`config.mk`:
```
export PLATFORM = sky130hd
export DESIGN_NAME = multichannel_inputconditioner
export DESIGN_NICKNAME = d
export VERILOG_FILES = /design/src/rtl/multichannel_inputconditioner.sv
export SDC_FILE = /design/constraint.sdc
export NUM_CORES = 1
export LEC_CHECK = 0
export ABC_AREA = 1
export CORE_MARGIN = 5
export CORE_UTILIZATION = 47
export CTS_CLUSTER_DIAMETER = 40
export DETAILED_ROUTE_END_ITERATION = 10
export HOLD_SLACK_MARGIN = 0.12
export PLACE_DENSITY = 0.88
export SYNTH_ARGS = -nofsm -noshare
export SYNTH_HDL_FRONTEND = slang
export SYNTH_SLANG_ARGS = --single-unit
```
`constraint.sdc`:
```
create_clock -name clk -period 1.7 [get_ports clk]
set_input_delay 0.17 -clock clk [delete_from_list [all_inputs] [get_ports clk]]
set_output_delay 0.17 -clock clk [all_outputs]
set_load 0.005 [all_outputs]
```
`src/rtl/multichannel_inputconditioner.sv`:
```
// Per-channel input conditioner: 2-flop synchroniser, run-time debounce, edge pulses, any-edge flags.
// Optional per-channel glitch counters are built when GLITCH_COUNT_EN is defined.
module multichannel_inputconditioner #(
  parameter int                  CHANNELS     = 4,
  parameter int                  COUNTERWIDTH = 3,
  parameter logic [CHANNELS-1:0] INITVAL      = '0,
  parameter logic [CHANNELS-1:0] INVERT       = '0,
  parameter int                  GLITCHWIDTH  = 4
) (
  input  logic                            clk,
  input  logic                            rst_n,
  input  logic [CHANNELS-1:0]             noisysignal,
  input  logic [CHANNELS-1:0]             enable,
  input  logic [COUNTERWIDTH-1:0]         waittime,
  input  logic                            glitchclear,
  output logic [CHANNELS-1:0]             conditioned,
  output logic [CHANNELS-1:0]             positiveedge,
  output logic [CHANNELS-1:0]             negativeedge,
  output logic                            anyposedge,
  output logic                            anynegedge,
  output logic [CHANNELS*GLITCHWIDTH-1:0] glitchcount
);

  logic [CHANNELS-1:0]     sync_p0;
  logic [CHANNELS-1:0]     sync_p1;
  logic [CHANNELS-1:0]     cond_q;
  logic [CHANNELS-1:0]     pos_q;
  logic [CHANNELS-1:0]     neg_q;
  logic [COUNTERWIDTH-1:0] cnt_q [CHANNELS];

  logic [CHANNELS-1:0]     mismatch;
  logic [CHANNELS-1:0]     commit;

  always_comb begin
    mismatch = '0;
    commit   = '0;
    for (int i = 0; i < CHANNELS; i++) begin
      mismatch[i] = sync_p1[i] != cond_q[i];
      commit[i]   = enable[i] && mismatch[i] && (cnt_q[i] >= waittime);
    end
  end

  // Synchroniser stages reset to INITVAL so leaving reset never looks like an edge.
  always_ff @(posedge clk or negedge rst_n) begin
    if (!rst_n) begin
      sync_p0 <= INITVAL;
      sync_p1 <= INITVAL;
      cond_q  <= INITVAL;
      pos_q   <= '0;
      neg_q   <= '0;
      for (int i = 0; i < CHANNELS; i++) cnt_q[i] <= '0;
    end else begin
      sync_p0 <= noisysignal ^ INVERT;
      sync_p1 <= sync_p0;
      cond_q  <= (cond_q & ~commit) | (sync_p1 & commit);
      pos_q   <= commit & sync_p1;
      neg_q   <= commit & ~sync_p1;
      for (int i = 0; i < CHANNELS; i++) begin
        if (!enable[i] || !mismatch[i] || commit[i]) cnt_q[i] <= '0;
        else                                         cnt_q[i] <= cnt_q[i] + 1'b1;
      end
    end
  end

  assign conditioned  = cond_q;
  assign positiveedge = pos_q;
  assign negativeedge = neg_q;
  assign anyposedge   = |pos_q;
  assign anynegedge   = |neg_q;

`ifdef GLITCH_COUNT_EN
  function automatic logic [GLITCHWIDTH-1:0] sat_inc(input logic [GLITCHWIDTH-1:0] v);
    return (&v) ? v : v + 1'b1;
  endfunction

  logic [CHANNELS-1:0]    abort;
  logic [GLITCHWIDTH-1:0] gcnt_q [CHANNELS];

  // An aborted debounce attempt: count was running but the input came back into agreement.
  always_comb begin
    abort = '0;
    for (int i = 0; i < CHANNELS; i++)
      abort[i] = enable[i] && !mismatch[i] && (cnt_q[i] != '0);
  end

  always_ff @(posedge clk or negedge rst_n) begin
    if (!rst_n) begin
      for (int i = 0; i < CHANNELS; i++) gcnt_q[i] <= '0;
    end else begin
      for (int i = 0; i < CHANNELS; i++) begin
        if (glitchclear)   gcnt_q[i] <= '0;
        else if (abort[i]) gcnt_q[i] <= sat_inc(gcnt_q[i]);
      end
    end
  end

  always_comb begin
    glitchcount = '0;
    for (int i = 0; i < CHANNELS; i++)
      glitchcount[i*GLITCHWIDTH +: GLITCHWIDTH] = gcnt_q[i];
  end
`else
  logic glitchclear_unused;
  assign glitchclear_unused = glitchclear;
  assign glitchcount        = '0;
`endif

endmodule

```
==> results by group, run 1 <==
Status
  • Status: finished, final reports clean

Synth
  • Post-synthesis sequential area ratio: 50.20%
  • Ranking of synthesized cells by area: dfrtp_1 50%, ha_1 13%, nand2_1 8.9%, buf_4 7.5%, nor2_1 5.6%
  • Cell count after synthesis: around 170
  • Syn_area_per_cell: approximately 9.4 um2
  • Post-synth top area cell: dfrtp_1
  • Synth cell types: 13
  • Yosys warning count: 0
  • Mapped cell area: around 1600 um2
  • Post-synth top area share: between 50% and 60%
  • Seq cells post-synth: 32

Power
  • Static leakage: about 1.1 nW
  • Worst vdd ir: 0.0004605 V
  • Power per cell area: roughly 1000 nW/um2

Layout
  • Layout Area Growth over Synthesis: 20.08%
  • Util after Layout: approximately 58%
  • Layout cells sized above 1: approximately a tenth
  • Most frequent cells in the layout: 38 x nand2_1, 32 x dfrtp_1, 26 x clkdlybuf4s50_1
  • Fin nets: ~230
  • Inserted Diodes: 0
  • Fin area: approximately 1900 um2
  • Most common library cell in the layout ignoring fill and taps: nand2_1

Die
  • Initial Util: between 40% and 50%
  • Die width: between 60 and 70 um
  • # IOs: 44
  • Die height: just under 70 um
  • CORE AREA: 3311 um2
  • FP Rows: 21
  • Die area: between 4000 and 5000 um2

Detailed routing
  • Drt total wl: 2686 um
  • Wirelength per Cell: 10.79 um
  • Via count: between 1000 and 1500
  • Iter 0 DRT Violations: between 40 and 50
  • First-pass DRT Iterations: 4
  • Post-DR vias/cell: between 4 and 5
  • Remaining DRCs: 0
  • DRT antenna net count: 0

CTS
  • Max Root-Sink Buffers: 2
  • Hold_buf cts: 0
  • Num CTS Buffers: 5
  • Clock transition at path regs: 0.09 ns
  • # clock sinks: 32
  • Setup Buffers After CTS: 0
  • Clock latency on the worst-skew pair: 0.33 ns
  • CTS Root Cell: clkbuf_4
  • Cts repair resizes: 0
  • CTS tree: yes
  • Htree depth: 2

Place
  • Number of I/O port buffers: 26
  • Gp weighted congestion: roughly 0.67
  • DP Wirelength: roughly 2100 um
  • Area after DPL: approximately 1900 um2

STA
  • Final setup fails: 0
  • Period utilisation layout: a little over 90%
  • Max Slew Vio Count: 0
  • Clock skew: 0.002953 ns
  • RSZ-0062 raised after global routing: false
  • Final hold violations: 0
  • Max Clk Rate: 646.7 MHz
  • Tmin final: 1.546 ns
  • Setup TNS: 0 ns

Global route
  • Grt ovf: 0
  • All-layer global routing usage: between 10% and 20%
  • Vias in the first global route: around 1100
  • First-pass GRT wire length: about 4500 um
  • Initial antenna violation count: 0
  • Largest net degree at the start of global routing: 33

Setup path
  • Peak fanout along the critical path: 2
  • CP Class: reg2out
  • Slowest CP cell: clkdlybuf4s50_1
  • CP Data Required Time: approximately 1.5 ns
  • Crit path launch type: flop
  • CP arrival: 1.38 ns
  • CP endpoint kind: output pin
  • Critical path cell sequence: nor2_1 > nand2_1 > clkdlybuf4s50_1
  • Worst reg2reg setup slack: 0.43 ns
  • CP max stage delay: between 0.4 and 0.5 ns

Flow run
  • Max-Cap Viols: 0

Hold path
  • Hold Path Class: in2async
[critical path, delay by kind of cell, from the launching register on]
kind / cells / cell delay (ns)
simple gates: 2 / 0.20
buf+inv: 1 / 0.45
flops: 1 / 0.39
[area by class of cell]
class / instances / area, um2
Sequential cell: 32 / 800.8
Fill cell: 306 / 1395
Tap cell: 46 / 57.56
Inverter: 22 / 82.58
Timing Repair Buffer: 27 / 267.8
Clock buffer: 8 / 58.81
Multi-Input combinational cell: 114 / 648.1
[cells in the mapped netlist, drive strengths merged]
cell	number
nand2	38
dfrtp	32
nor2	28
inv	22
buf	16
ha	16
nand3	8
a21oi	4
xnor2	4
conb	1
[layer usage]
metal	track usage (%)	vias to the layer above	wire, um
met2	23.59	30	1436
met4	9.926	0	78
met5	0	-	0
li1	-	553	-
met3	4.269	8	200
met1	14.27	501	970
[per-stage QoR]
step	power, W	instances	setup WS, ns	hold slack [ns]
3_5_place_dp	0.001506	241	0.07195	0.3379
5_1_grt	0.002097	249	0.05645	0.2408
3_3_place_gp	0.001468	241	0.1089	0.3332
6_report	0.001931	249	0.1538	0.2216
2_1_floorplan	0.001272	184	0.5364	-0.1256
4_1_cts	0.001965	249	0.1181	0.2252
[cells by family (layout without fill, tap and decap cells)]
| logic type | Yosys count | after routing | share of synthesized area, % |
|---|---|---|---|
| other | 1 | 16 | 0.2351 |
| buffers and inverters | 38 | 57 | 12.71 |
| AO/OA/AOI/OAI | 4 | 4 | 2.196 |
| AND/OR/NAND/NOR | 74 | 74 | 19.92 |
| XOR/XNOR | 4 | 4 | 2.196 |
| adder cells (fa/ha/maj) | 16 | 16 | 12.55 |
| flip-flops | 32 | 32 | 50.20 |
[final timing paths]
path,start,end,cells after the start
setup reg to reg,cnt_q[11],flop,8
min in group clk,noisysignal[3],sync_p0[3],1
max in group asynchronous,rst_n,cnt_q[3],2
setup / recovery,positiveedge[3],anyposedge,3
hold / removal,rst_n,cnt_q[8],2
hold reg to reg,sync_p0[3],sync_p1[3],0
[report_power, final]
group | internal, W | total, W | switching (W)
sequential | 0.000865 | 0.000952 | 0.0000867
clock | 0.000204 | 0.000451 | 0.000247
combinational | 0.000266 | 0.000529 | 0.000263
Note: power is estimated with default switching activity, not from simulation.
==> inputs of run 2 (changes only) <==
--- a/config.mk
+++ b/config.mk
@@ -12,6 +12,7 @@
 export DETAILED_ROUTE_END_ITERATION = 10
 export HOLD_SLACK_MARGIN = 0.12
 export PLACE_DENSITY = 0.88
+export SLEW_MARGIN = 20
 export SYNTH_ARGS = -nofsm -noshare
 export SYNTH_HDL_FRONTEND = slang
 export SYNTH_SLANG_ARGS = --single-unit
==> results of run 2 <==
Same layout as run 1: the final DEF is identical, and so are final timing and power.
==> inputs of run 3 (changes only) <==
--- a/config.mk
+++ b/config.mk
@@ -12,7 +12,7 @@
 export DETAILED_ROUTE_END_ITERATION = 10
 export HOLD_SLACK_MARGIN = 0.12
 export PLACE_DENSITY = 0.88
-export SLEW_MARGIN = 20
+export SLEW_MARGIN = 40
 export SYNTH_ARGS = -nofsm -noshare
 export SYNTH_HDL_FRONTEND = slang
 export SYNTH_SLANG_ARGS = --single-unit
==> results of run 3 <==
Same layout as run 1: the final DEF is identical, and so are final timing and power.
